[src/rtl/alu_dispatch_scheduler.sv]
// Round-robin dispatch of one issue stream onto NUM_ALU ALU controllers with in-order-by-index completion reporting.
// Optional macro ALU_SCHED_ERR_EN adds a sticky spurious/duplicate-done error flag and the offending ALU index.
module alu_dispatch_scheduler #(
  parameter int NUM_ALU   = 4,
  parameter int ALU_IDX_W = 2,
  parameter int WFID_W    = 6
) (
  input  logic                 clk,
  input  logic                 rst,
  input  logic                 in_issue_valid,
  input  logic [WFID_W-1:0]    in_issue_wfid,
  output logic                 out_issue_ready,
  input  logic [NUM_ALU-1:0]   in_alu_ready,
  input  logic [NUM_ALU-1:0]   in_instr_done,
  output logic [NUM_ALU-1:0]   out_alu_select,
  output logic [NUM_ALU-1:0]   out_alu_select_flopped,
  output logic                 out_done_valid,
  output logic [WFID_W-1:0]    out_done_wfid,
  output logic [ALU_IDX_W-1:0] out_done_alu,
`ifdef ALU_SCHED_ERR_EN
  output logic                 out_sched_err,
  output logic [ALU_IDX_W-1:0] out_err_alu,
`endif
  output logic [ALU_IDX_W:0]   out_busy_count
);

  logic [NUM_ALU-1:0]   busy_q, busy_d;
  logic [NUM_ALU-1:0]   pend_q, pend_d;
  logic [WFID_W-1:0]    wfid_tab_q [NUM_ALU];
  logic [ALU_IDX_W-1:0] rr_ptr_q, rr_ptr_d;
  logic [NUM_ALU-1:0]   sel_flop_q;
  logic                 done_valid_q;
  logic [WFID_W-1:0]    done_wfid_q;
  logic [ALU_IDX_W-1:0] done_alu_q;
  logic [ALU_IDX_W:0]   busy_cnt_q, busy_cnt_d;

  logic [NUM_ALU-1:0]   eligible;
  logic                 fire;
  logic                 grant_found;
  logic [ALU_IDX_W-1:0] grant_idx;
  logic [NUM_ALU-1:0]   sel;
  logic                 rep_valid;
  logic [ALU_IDX_W-1:0] rep_idx;
  logic [NUM_ALU-1:0]   rep_onehot;
  logic [NUM_ALU-1:0]   pend_set;
  int                   cand;
  int                   nxt;

  // Issue handshake: an instruction transfers in any cycle where in_issue_valid and
  // out_issue_ready are both high; out_alu_select is the grant for exactly that cycle.
  always_comb begin
    eligible    = ~busy_q & in_alu_ready;
    fire        = in_issue_valid & (|eligible);
    grant_found = 1'b0;
    grant_idx   = '0;
    cand        = 0;
    for (int off = 0; off < NUM_ALU; off++) begin
      cand = int'(rr_ptr_q) + off;
      if (cand >= NUM_ALU) cand = cand - NUM_ALU;
      if (!grant_found && eligible[cand]) begin
        grant_found = 1'b1;
        grant_idx   = ALU_IDX_W'(cand);
      end
    end
    sel = '0;
    if (fire) sel[grant_idx] = 1'b1;
    nxt = int'(grant_idx) + 1;
    if (nxt >= NUM_ALU) nxt = 0;
    rr_ptr_d = fire ? ALU_IDX_W'(nxt) : rr_ptr_q;
  end

  // Lowest pending index wins the single report slot each cycle.
  always_comb begin
    rep_valid  = |pend_q;
    rep_idx    = '0;
    rep_onehot = '0;
    for (int i = NUM_ALU - 1; i >= 0; i--) begin
      if (pend_q[i]) rep_idx = ALU_IDX_W'(i);
    end
    if (rep_valid) rep_onehot[rep_idx] = 1'b1;
    pend_set   = in_instr_done & busy_q & ~pend_q;
    busy_d     = (busy_q | sel) & ~rep_onehot;
    pend_d     = (pend_q | pend_set) & ~rep_onehot;
    busy_cnt_d = '0;
    for (int i = 0; i < NUM_ALU; i++) begin
      busy_cnt_d = busy_cnt_d + (ALU_IDX_W + 1)'(busy_d[i]);
    end
  end

  always_ff @(posedge clk or negedge rst) begin
    if (!rst) begin
      busy_q       <= '0;
      pend_q       <= '0;
      rr_ptr_q     <= '0;
      sel_flop_q   <= '0;
      done_valid_q <= 1'b0;
      done_wfid_q  <= '0;
      done_alu_q   <= '0;
      busy_cnt_q   <= '0;
      for (int i = 0; i < NUM_ALU; i++) wfid_tab_q[i] <= '0;
    end else begin
      busy_q       <= busy_d;
      pend_q       <= pend_d;
      rr_ptr_q     <= rr_ptr_d;
      sel_flop_q   <= sel;
      busy_cnt_q   <= busy_cnt_d;
      done_valid_q <= rep_valid;
      if (fire) wfid_tab_q[grant_idx] <= in_issue_wfid;
      if (rep_valid) begin
        done_wfid_q <= wfid_tab_q[rep_idx];
        done_alu_q  <= rep_idx;
      end
    end
  end

`ifdef ALU_SCHED_ERR_EN
  logic [NUM_ALU-1:0]   err_bits;
  logic [ALU_IDX_W-1:0] err_idx;
  logic                 err_q;
  logic [ALU_IDX_W-1:0] err_alu_q;

  always_comb begin
    err_bits = in_instr_done & (~busy_q | pend_q);
    err_idx  = '0;
    for (int i = NUM_ALU - 1; i >= 0; i--) begin
      if (err_bits[i]) err_idx = ALU_IDX_W'(i);
    end
  end

  // Only the first offence is recorded; the flag stays set until reset.
  always_ff @(posedge clk or negedge rst) begin
    if (!rst) begin
      err_q     <= 1'b0;
      err_alu_q <= '0;
    end else if (!err_q && (|err_bits)) begin
      err_q     <= 1'b1;
      err_alu_q <= err_idx;
    end
  end

  assign out_sched_err = err_q;
  assign out_err_alu   = err_alu_q;
`endif

  assign out_issue_ready        = |eligible;
  assign out_alu_select         = sel;
  assign out_alu_select_flopped = sel_flop_q;
  assign out_done_valid         = done_valid_q;
  assign out_done_wfid          = done_wfid_q;
  assign out_done_alu           = done_alu_q;
  assign out_busy_count         = busy_cnt_q;

endmodule

[config.mk]
export PLATFORM = sky130hd
export DESIGN_NAME = alu_dispatch_scheduler
export DESIGN_NICKNAME = d
export VERILOG_FILES = /design/src/rtl/alu_dispatch_scheduler.sv
export SDC_FILE = /design/constraint.sdc
export NUM_CORES = 1
export LEC_CHECK = 0
export BUFFER_PORTS_ARGS = -buffer_cell sky130_fd_sc_hd__buf_2
export CAP_MARGIN = 15
export CELL_PAD_IN_SITES_DETAIL_PLACEMENT = 1
export CELL_PAD_IN_SITES_GLOBAL_PLACEMENT = 1
export CORE_ASPECT_RATIO = 0.9
export CORE_MARGIN = 8
export CORE_UTILIZATION = 45
export CTS_CLUSTER_DIAMETER = 30
export DETAILED_ROUTE_END_ITERATION = 8
export MAX_ROUTING_LAYER = met4
export PLACE_DENSITY_LB_ADDON = 0.1
export SKIP_CTS_REPAIR_TIMING = 1
export SLEW_MARGIN = 20
export SYNTH_ARGS = -nofsm -noshare
export SYNTH_HDL_FRONTEND = slang
export SYNTH_SLANG_ARGS = --single-unit
export TNS_END_PERCENT = 50
[constraint.sdc]
create_clock -name clk -period 3.1 [get_ports clk]
set_input_delay 0 -clock clk [delete_from_list [all_inputs] [get_ports clk]]
set_output_delay 0 -clock clk [all_outputs]
set_load 0.01 [all_outputs]
=== Yosys cells after proc, flatten, opt, wreduce, memory -nomap -nowiden ===
Cells that the tools add are included.

* Output and inout bits: 21
* Bits of input ports: 17
* Bits in latches: 0
* Register bits after elaboration: 50
* Bits in read-only memories: 0
* Logic and storage cells: 103
* Memories kept: 0
* Bits in writable memories: 0

* $add $sub $neg: 11
* Divide/modulo/power cells: 0
* Mux-type cells: 40
* $mul: 0
* Bitwise logic cells: 13
* Eq/ne operators: 0
* Shifts and indexed selects: 0
* Order comparisons: 16
* Reduce and logical (&&, ||, !) cells: 11

{| class="wikitable"
|+ Operator list
! cell !! number
|-
| 32-bit by 4-bit < comparator with 1-bit output, second input constant || 4
|-
| 32-bit two-way mux || 4
|-
| 24-bit bitwise mux || 1
|-
| 4-bit AND || 5
|-
| 3-bit greater-or-equal comparator, second input constant || 6
|-
| 2-bit two-way mux || 9
|-
| 6-bit two-way mux || 3
|-
| 1-bit two-way mux || 13
|-
| 6-bit binary-select mux with 2-bit select || 1
|-
| 6-bit demux with 2-bit select || 1
|-
| 4-bit NOT || 3
|-
| 3-bit by 3-bit subtractor with 4-bit output, second input constant || 3
|-
| 1-bit binary-select mux with 2-bit select || 4
|-
| 4-bit two-way mux || 2
|-
| 4-bit OR || 2
|-
| 4-bit OR reduction || 2
|-
| 2-bit by 1-bit adder with 3-bit output, second input constant || 2
|-
| 2-bit by 2-bit adder with 3-bit output, second input constant || 2
|-
| 1-bit logical AND || 6
|-
| 2-bit by 3-bit < comparator with 1-bit output, second input constant || 2
|-
| 2-bit NOT with 3-bit output || 2
|-
| 1-bit demux with 2-bit select || 2
|-
| 2-bit by 1-bit greater-or-equal comparator with 1-bit output, second input constant || 2
|-
| 2-bit by 3-bit subtractor with 4-bit output, second input constant || 1
|-
| 7 further kinds || 9
|}

=== Logic depth before layout (Yosys ltp) ===
* Depth in word-level cells: 25
* Depth in mapped cells: 12
* Depth with buffers taken out: 12

=== Worst setup path after synthesis ===
No wires, ideal clock.

* Path type: reg-to-reg
* From: register busy_q[0]
* To: register busy_cnt_q[1], in the netlist out_busy_count[1]
* Data required time: 2974 ps
* Setup slack: 281 ps
* Arrival: 2693 ps
* Stages on the path, launching flop included: 13
* Library setup time: 126 ps
* Buffers on the path: 0
* Clock period less this slack: 2819 ps
* Cell sequence: dfrtp_1 or2b_4 o21ai_0 a21oi_1 o21bai_1 ha_1 nand2_1 a41oi_4 nor2_1 nor2_1 fa_1 ha_1 ha_1

* Cells in the longest elaborated chain, start to end: 25
* Elaborated cells between the ends (all ways): 40
* Those cells by class: add/sub (3); order compare (2); mux (22); bitwise (5); reduce/logical (8)

{| class="wikitable"
|+ RTL lines
! item !! RTL line !! source
|-
| from (decl) || 27 || <nowiki>logic [NUM_ALU-1:0] busy_q, busy_d;</nowiki>
|-
| from (signal assigned) || 102 || <nowiki>busy_q <= busy_d;</nowiki>
|-
| 4-bit NOT * || 52 || <nowiki>eligible = ~busy_q & in_alu_ready;</nowiki>
|-
| 4-bit AND * || 52 ||
|-
| 1-bit binary-select mux with 2-bit select || 60 || <nowiki>if (!grant_found && eligible[cand]) begin</nowiki>
|-
| 1-bit two-way mux (not written as such) (2 in a row) || 60 ||
|-
| 1-bit two-way mux || 60 ||
|-
| 1-bit logical NOT || 60 ||
|-
| 1-bit logical AND || 60 ||
|-
| 1-bit two-way mux || 60 ||
|-
| (+11 left out) || -- ||
|-
| net out_alu_select[0] || 15 || <nowiki>output logic [NUM_ALU-1:0] out_alu_select,</nowiki>
|-
| 4-bit OR * || 82 || <nowiki>busy_d = (busy_q | sel) & ~rep_onehot;</nowiki>
|-
| 4-bit AND * || 82 ||
|-
| net busy_d[0] || 27 ||
|-
| 1-bit by 1-bit adder with 2-bit output * || 86 || <nowiki>busy_cnt_d = busy_cnt_d + (ALU_IDX_W + 1)'(busy_d[i]);</nowiki>
|-
| 2-bit by 1-bit adder with 3-bit output * || 86 ||
|-
| 3-bit by 1-bit adder with 3-bit output * || 86 ||
|-
| net busy_cnt_d[1] || 35 || <nowiki>logic [ALU_IDX_W:0] busy_cnt_q, busy_cnt_d;</nowiki>
|-
| to (signal assigned) || 106 || <nowiki>busy_cnt_q <= busy_cnt_d;</nowiki>
|-
| to (decl) || 35 ||
|}

The timed path passes the listed nets; every way through them passes the cells marked *. The select of a mux whose other input is x is not followed.
A chain may end at the register's enable or synchronous reset.

=== Worst setup path after layout ===
* From: register busy_q[0]
* To: register busy_cnt_q[1], in the netlist out_busy_count[1]

* Cells in the longest elaborated chain, start to end: 25
* Elaborated cells between the ends (all ways): 40
* Those cells by class: add/sub (3); order compare (2); mux (22); bitwise (5); reduce/logical (8)

{| class="wikitable"
|+ RTL lines
! item !! RTL line !! source
|-
| 4-bit NOT * || 52 ||
|-
| 4-bit AND * || 52 ||
|-
| 1-bit binary-select mux with 2-bit select || 60 ||
|-
| 1-bit two-way mux (not written as such) (2 in a row) || 60 ||
|-
| 1-bit two-way mux || 60 ||
|-
| 1-bit logical NOT || 60 ||
|-
| 1-bit logical AND || 60 ||
|-
| 1-bit two-way mux || 60 ||
|-
| (+10 left out) || -- ||
|-
| 4-bit two-way mux * || 66 || <nowiki>if (fire) sel[grant_idx] = 1'b1;</nowiki>
|-
| 4-bit OR * || 82 ||
|-
| 4-bit AND * || 82 ||
|-
| net busy_d[1] || 27 ||
|-
| 1-bit by 1-bit adder with 2-bit output * || 86 ||
|-
| 2-bit by 1-bit adder with 3-bit output * || 86 ||
|-
| 3-bit by 1-bit adder with 3-bit output * || 86 ||
|-
| net busy_cnt_d[1] || 35 ||
|}

Marked as above.

==> run_summary.xml <==
<?xml version="1.0" encoding="UTF-8"?>
<metrics>
  <group name="setup_path">
    <metric name="regToRegStartpoint" unit="">busy_q[0]</metric>
    <metric name="crit_top_cell" unit="">ha_1</metric>
    <metric name="cp_startpoint_kind" unit="">flop</metric>
    <metric name="cp_max_fo" unit="">9</metric>
    <metric name="critPathArrivalTime" unit="ps">3140</metric>
    <metric name="worstPathRequired" unit="ps">3280</metric>
    <metric name="path_length_in_cells_of_the_critical_path" unit="">10</metric>
    <metric name="crit_type" unit="">flop to flop</metric>
    <metric name="crit_slowest_cell" unit="">fa_1</metric>
    <metric name="critical-path-max-stage-delay" unit="ps">440</metric>
    <metric name="worst-r2r-setup-slack" unit="ps">140</metric>
    <metric name="crit_path_cell_trace" unit="">or2b_4 -&gt; o21a_1 -&gt; nor2_1 -&gt; o21bai_1 -&gt; ha_1 -&gt; and3_4 -&gt; a2bb2oi_2 -&gt; fa_1 -&gt; ha_1 -&gt; ha_1</metric>
    <metric name="worst-path-buf-inv" unit="">0</metric>
    <metric name="worst_r2r_endpoint" unit="">out_busy_count[1]</metric>
    <metric name="timing.reg2reg.worst_path_depth" unit="">10</metric>
    <metric name="critical-path-top-delay-family" unit="">adder cells</metric>
    <metric name="critical_path.endpoint_type" unit="">flop</metric>
  </group>
  <group name="routing">
    <metric name="remaining_drc_errors" unit="">0</metric>
    <metric name="wl_per_cell" unit="um">19.5</metric>
    <metric name="vias" unit="">1558</metric>
    <metric name="wl" unit="um">5780</metric>
    <metric name="drt_pass1_iterations" unit="">4</metric>
    <metric name="detailedRoute.firstIterationViolations" unit="">89</metric>
    <metric name="route.antenna.remaining_nets" unit="">0</metric>
    <metric name="routed_via_density" unit="">5.26</metric>
  </group>
  <group name="place">
    <metric name="placed_cells_incl_taps" unit="">278</metric>
    <metric name="pre_cts_slack" unit="ps">69.2</metric>
    <metric name="detailed_place.area" unit="um2">2570</metric>
    <metric name="numPortBuffers" unit="">37</metric>
    <metric name="hpwlAfterDp" unit="um">4000</metric>
    <metric name="gp_congestion" unit="">0.839</metric>
  </group>
  <group name="die">
    <metric name="die_w" unit="um">92.0</metric>
    <metric name="die-area" unit="um2">7760</metric>
    <metric name="ios" unit="">38</metric>
    <metric name="floorplan.initialDensity" unit="%">45.6</metric>
    <metric name="row_count" unit="">25</metric>
    <metric name="fp.coreArea" unit="um2">5130</metric>
    <metric name="die-height" unit="um">84.4</metric>
  </group>
  <group name="clock_tree">
    <metric name="cts_tree" unit="">done</metric>
    <metric name="cts_max_level" unit="">2</metric>
    <metric name="cts-buffers-inserted" unit="">5</metric>
    <metric name="cts-root-buf" unit="">clkbuf_8</metric>
    <metric name="cts-root-to-sink-buffers" unit="">2</metric>
    <metric name="clkSlewWorstSetupHoldPaths" unit="ps">90</metric>
    <metric name="clock_sinks" unit="">50</metric>
    <metric name="worst_skew_pair.late_latency" unit="ps">290</metric>
  </group>
  <group name="synthesis">
    <metric name="synth.ff_latch_count" unit="">50</metric>
    <metric name="yosys_warnings" unit="">0</metric>
    <metric name="share_of_the_synthesized_area_in_the_top_cell_type" unit="%">53.5</metric>
    <metric name="synth-main-ff-cell" unit="">dfrtp_1</metric>
    <metric name="yosysSeqAreaShare" unit="%">53.5</metric>
    <metric name="mappedNetlistNets" unit="">203</metric>
    <metric name="synth_edf_count" unit="">0</metric>
    <metric name="synth_cells" unit="">179</metric>
    <metric name="post-synth-top-count-cell" unit="">dfrtp_1</metric>
    <metric name="synthTopCellsByCount" unit="">dfrtp_1 (50), mux2_4 (18), nor2_1 (15)</metric>
    <metric name="mapped_area" unit="um2">2340</metric>
    <metric name="synthTopCellsByArea" unit="">dfrtp_1 (54%), mux2_4 (12%), ha_1 (3.2%)</metric>
    <metric name="postSynth.asyncResetShare" unit="%">100</metric>
    <metric name="avgSynthCellArea" unit="um2">13.1</metric>
    <metric name="synth_cell_types" unit="">34</metric>
    <metric name="synthDominantAreaCellType" unit="">dfrtp_1</metric>
  </group>
  <group name="layout">
    <metric name="finish.cell_count_without_fillers" unit="">296</metric>
    <metric name="stdcell_area" unit="um2">2790</metric>
    <metric name="layout.core_utilization" unit="%">54.4</metric>
    <metric name="syn2layout_area_growth" unit="%">19.4</metric>
    <metric name="layout-drive-gt1-share" unit="%">35.8</metric>
    <metric name="antennaDiodeCount" unit="">0</metric>
    <metric name="total_number_of_nets_in_the_final_design" unit="">252</metric>
  </group>
  <group name="power">
    <metric name="powerDensity" unit="nW/um2">1090</metric>
    <metric name="switchingPower" unit="mW">1.12</metric>
    <metric name="power.share.sequential" unit="%">39.0</metric>
    <metric name="internal_power" unit="mW">1.93</metric>
    <metric name="worst_vdd_drop" unit="uV">476</metric>
    <metric name="share_comb_of_total_power" unit="%">46.2</metric>
    <metric name="pwr-share-clk" unit="%">14.8</metric>
    <metric name="power_leakage" unit="nW">1.29</metric>
    <metric name="p_total" unit="mW">3.05</metric>
    <metric name="power_switching_share" unit="%">36.7</metric>
  </group>
  <group name="run_status">
    <metric name="outcome" unit="">complete, but fails checks</metric>
    <metric name="violations" unit="">hold timing</metric>
  </group>
  <group name="global_route">
    <metric name="grt_max_degree" unit="">51</metric>
    <metric name="globalRouteTotalUtil" unit="%">15.9</metric>
    <metric name="grt_antenna_before_repair" unit="">0</metric>
    <metric name="globalRoute.totalOverflow" unit="">0</metric>
    <metric name="grt_first_pass_wirelength" unit="um">9560</metric>
    <metric name="first_global_vias" unit="">1762</metric>
  </group>
  <group name="sta">
    <metric name="timing.slew.headroom" unit="%">57.8</metric>
    <metric name="skew" unit="ps">6.48</metric>
    <metric name="timing_worst_slew_pin_value" unit="ps">633</metric>
    <metric name="final_max_slew_viol_count" unit="">0</metric>
    <metric name="whs" unit="ps">-11.1</metric>
    <metric name="setup_tns" unit="ps">0</metric>
    <metric name="report.final.setup_viol" unit="">0</metric>
    <metric name="period_needed" unit="ps">2960</metric>
    <metric name="setup_ws" unit="ps">137</metric>
    <metric name="layout_worst_path_cycle_share" unit="%">95.6</metric>
    <metric name="max_clock_freq" unit="GHz">0.337</metric>
    <metric name="final_hold_viol_count" unit="">4</metric>
  </group>
  <group name="flow_run">
    <metric name="cap_viol_max_count" unit="">0</metric>
  </group>
  <group name="min_path">
    <metric name="hold_path_startpoint" unit="">in_issue_wfid[2]</metric>
    <metric name="min_path_type" unit="">input port to flop</metric>
    <metric name="worst_hold_path.num_cells" unit="">2</metric>
    <metric name="min_delay_worst_endpoint" unit="">wfid_tab_q[20]</metric>
  </group>
</metrics>
==> worst max path at each step <==
stage                          from                end  slack (ps)
final                     busy_q[0]  out_busy_count[1]         140
after global routing      busy_q[0]  out_busy_count[1]          -3
after CTS                 busy_q[0]  out_busy_count[1]          60
after detailed placement  busy_q[0]  out_busy_count[1]          70
after global placement    busy_q[0]  out_busy_count[1]         250
after floorplan           busy_q[0]  out_busy_count[1]         280
==> layout by cell type, fill, tap and decap left out, drive strengths merged, types with 6 or more instances in the layout <==
master / synthesis / layout
nand2: 9 / 9
ha: 6 / 6
o22ai: 6 / 6
dlygate4sd3: 0 / 10
o21a: 6 / 6
mux2: 26 / 26
clkbuf: 4 / 7
dfrtp: 50 / 50
o21ai: 7 / 7
buf: 6 / 42
nor2: 15 / 15
==> sequential cells by signal, indices dropped and copies added (netlist names) <==
name                    cells
out_done_alu                2
wfid_tab_q                 24
busy_q                      4
out_alu_select_flopped      4
out_done_wfid               6
out_done_valid              1
pend_q                      4
out_busy_count              3
rr_ptr_q                    2
==> logic make-up (layout without fill, tap and decap cells) <==
logic type	Yosys count	count (layout)	share of synthesized area, %
compound gates	42	42	13.2
fa+ha+maj	7	7	4.07
buf+inv	13	63	3.48
flops	50	50	53.5
mux	26	26	15.4
simple gates	41	41	10.3
==> power by group through the flow <==
stage | sequential, mW | clock, mW | combinational, mW
floorplan | 1.17 | 0 | 0.988
global placement | 1.18 | 0 | 1.32
detailed placement | 1.20 | 0 | 1.39
CTS | 1.19 | 0.463 | 1.40
global route | 1.23 | 0.486 | 1.57
finish | 1.19 | 0.451 | 1.41
==> final cells by class <==
cell class | instances | area (um2)
Clock buffer | 7 | 76.3
Clock inverter | 1 | 30.0
Fill cell | 544 | 2340
Inverter | 3 | 11.3
Multi-Input combinational cell | 116 | 1010
Sequential cell | 50 | 1250
Tap cell | 67 | 83.8
Timing Repair Buffer | 52 | 325
==> worst register-to-register path, cell delays in order, from the launching register on <==
cell and delay [ps]:
dfrtp_1 410, or2b_4 300, o21a_1 180, nor2_1 140, o21bai_1 170, ha_1 200, and3_4 310, a2bb2oi_2 190
fa_1 440, ha_1 220, ha_1 300
==> per-layer routing <==
layer	GRT usage (%)	share of wire, %	up-vias
met5	-	0	-
met4	2.63	0.50	0
met3	3.30	4.7	2
met2	24.5	48	35
met1	21.4	47	787
li1	-	-	734
Note: power is estimated with default switching activity, not from simulation.
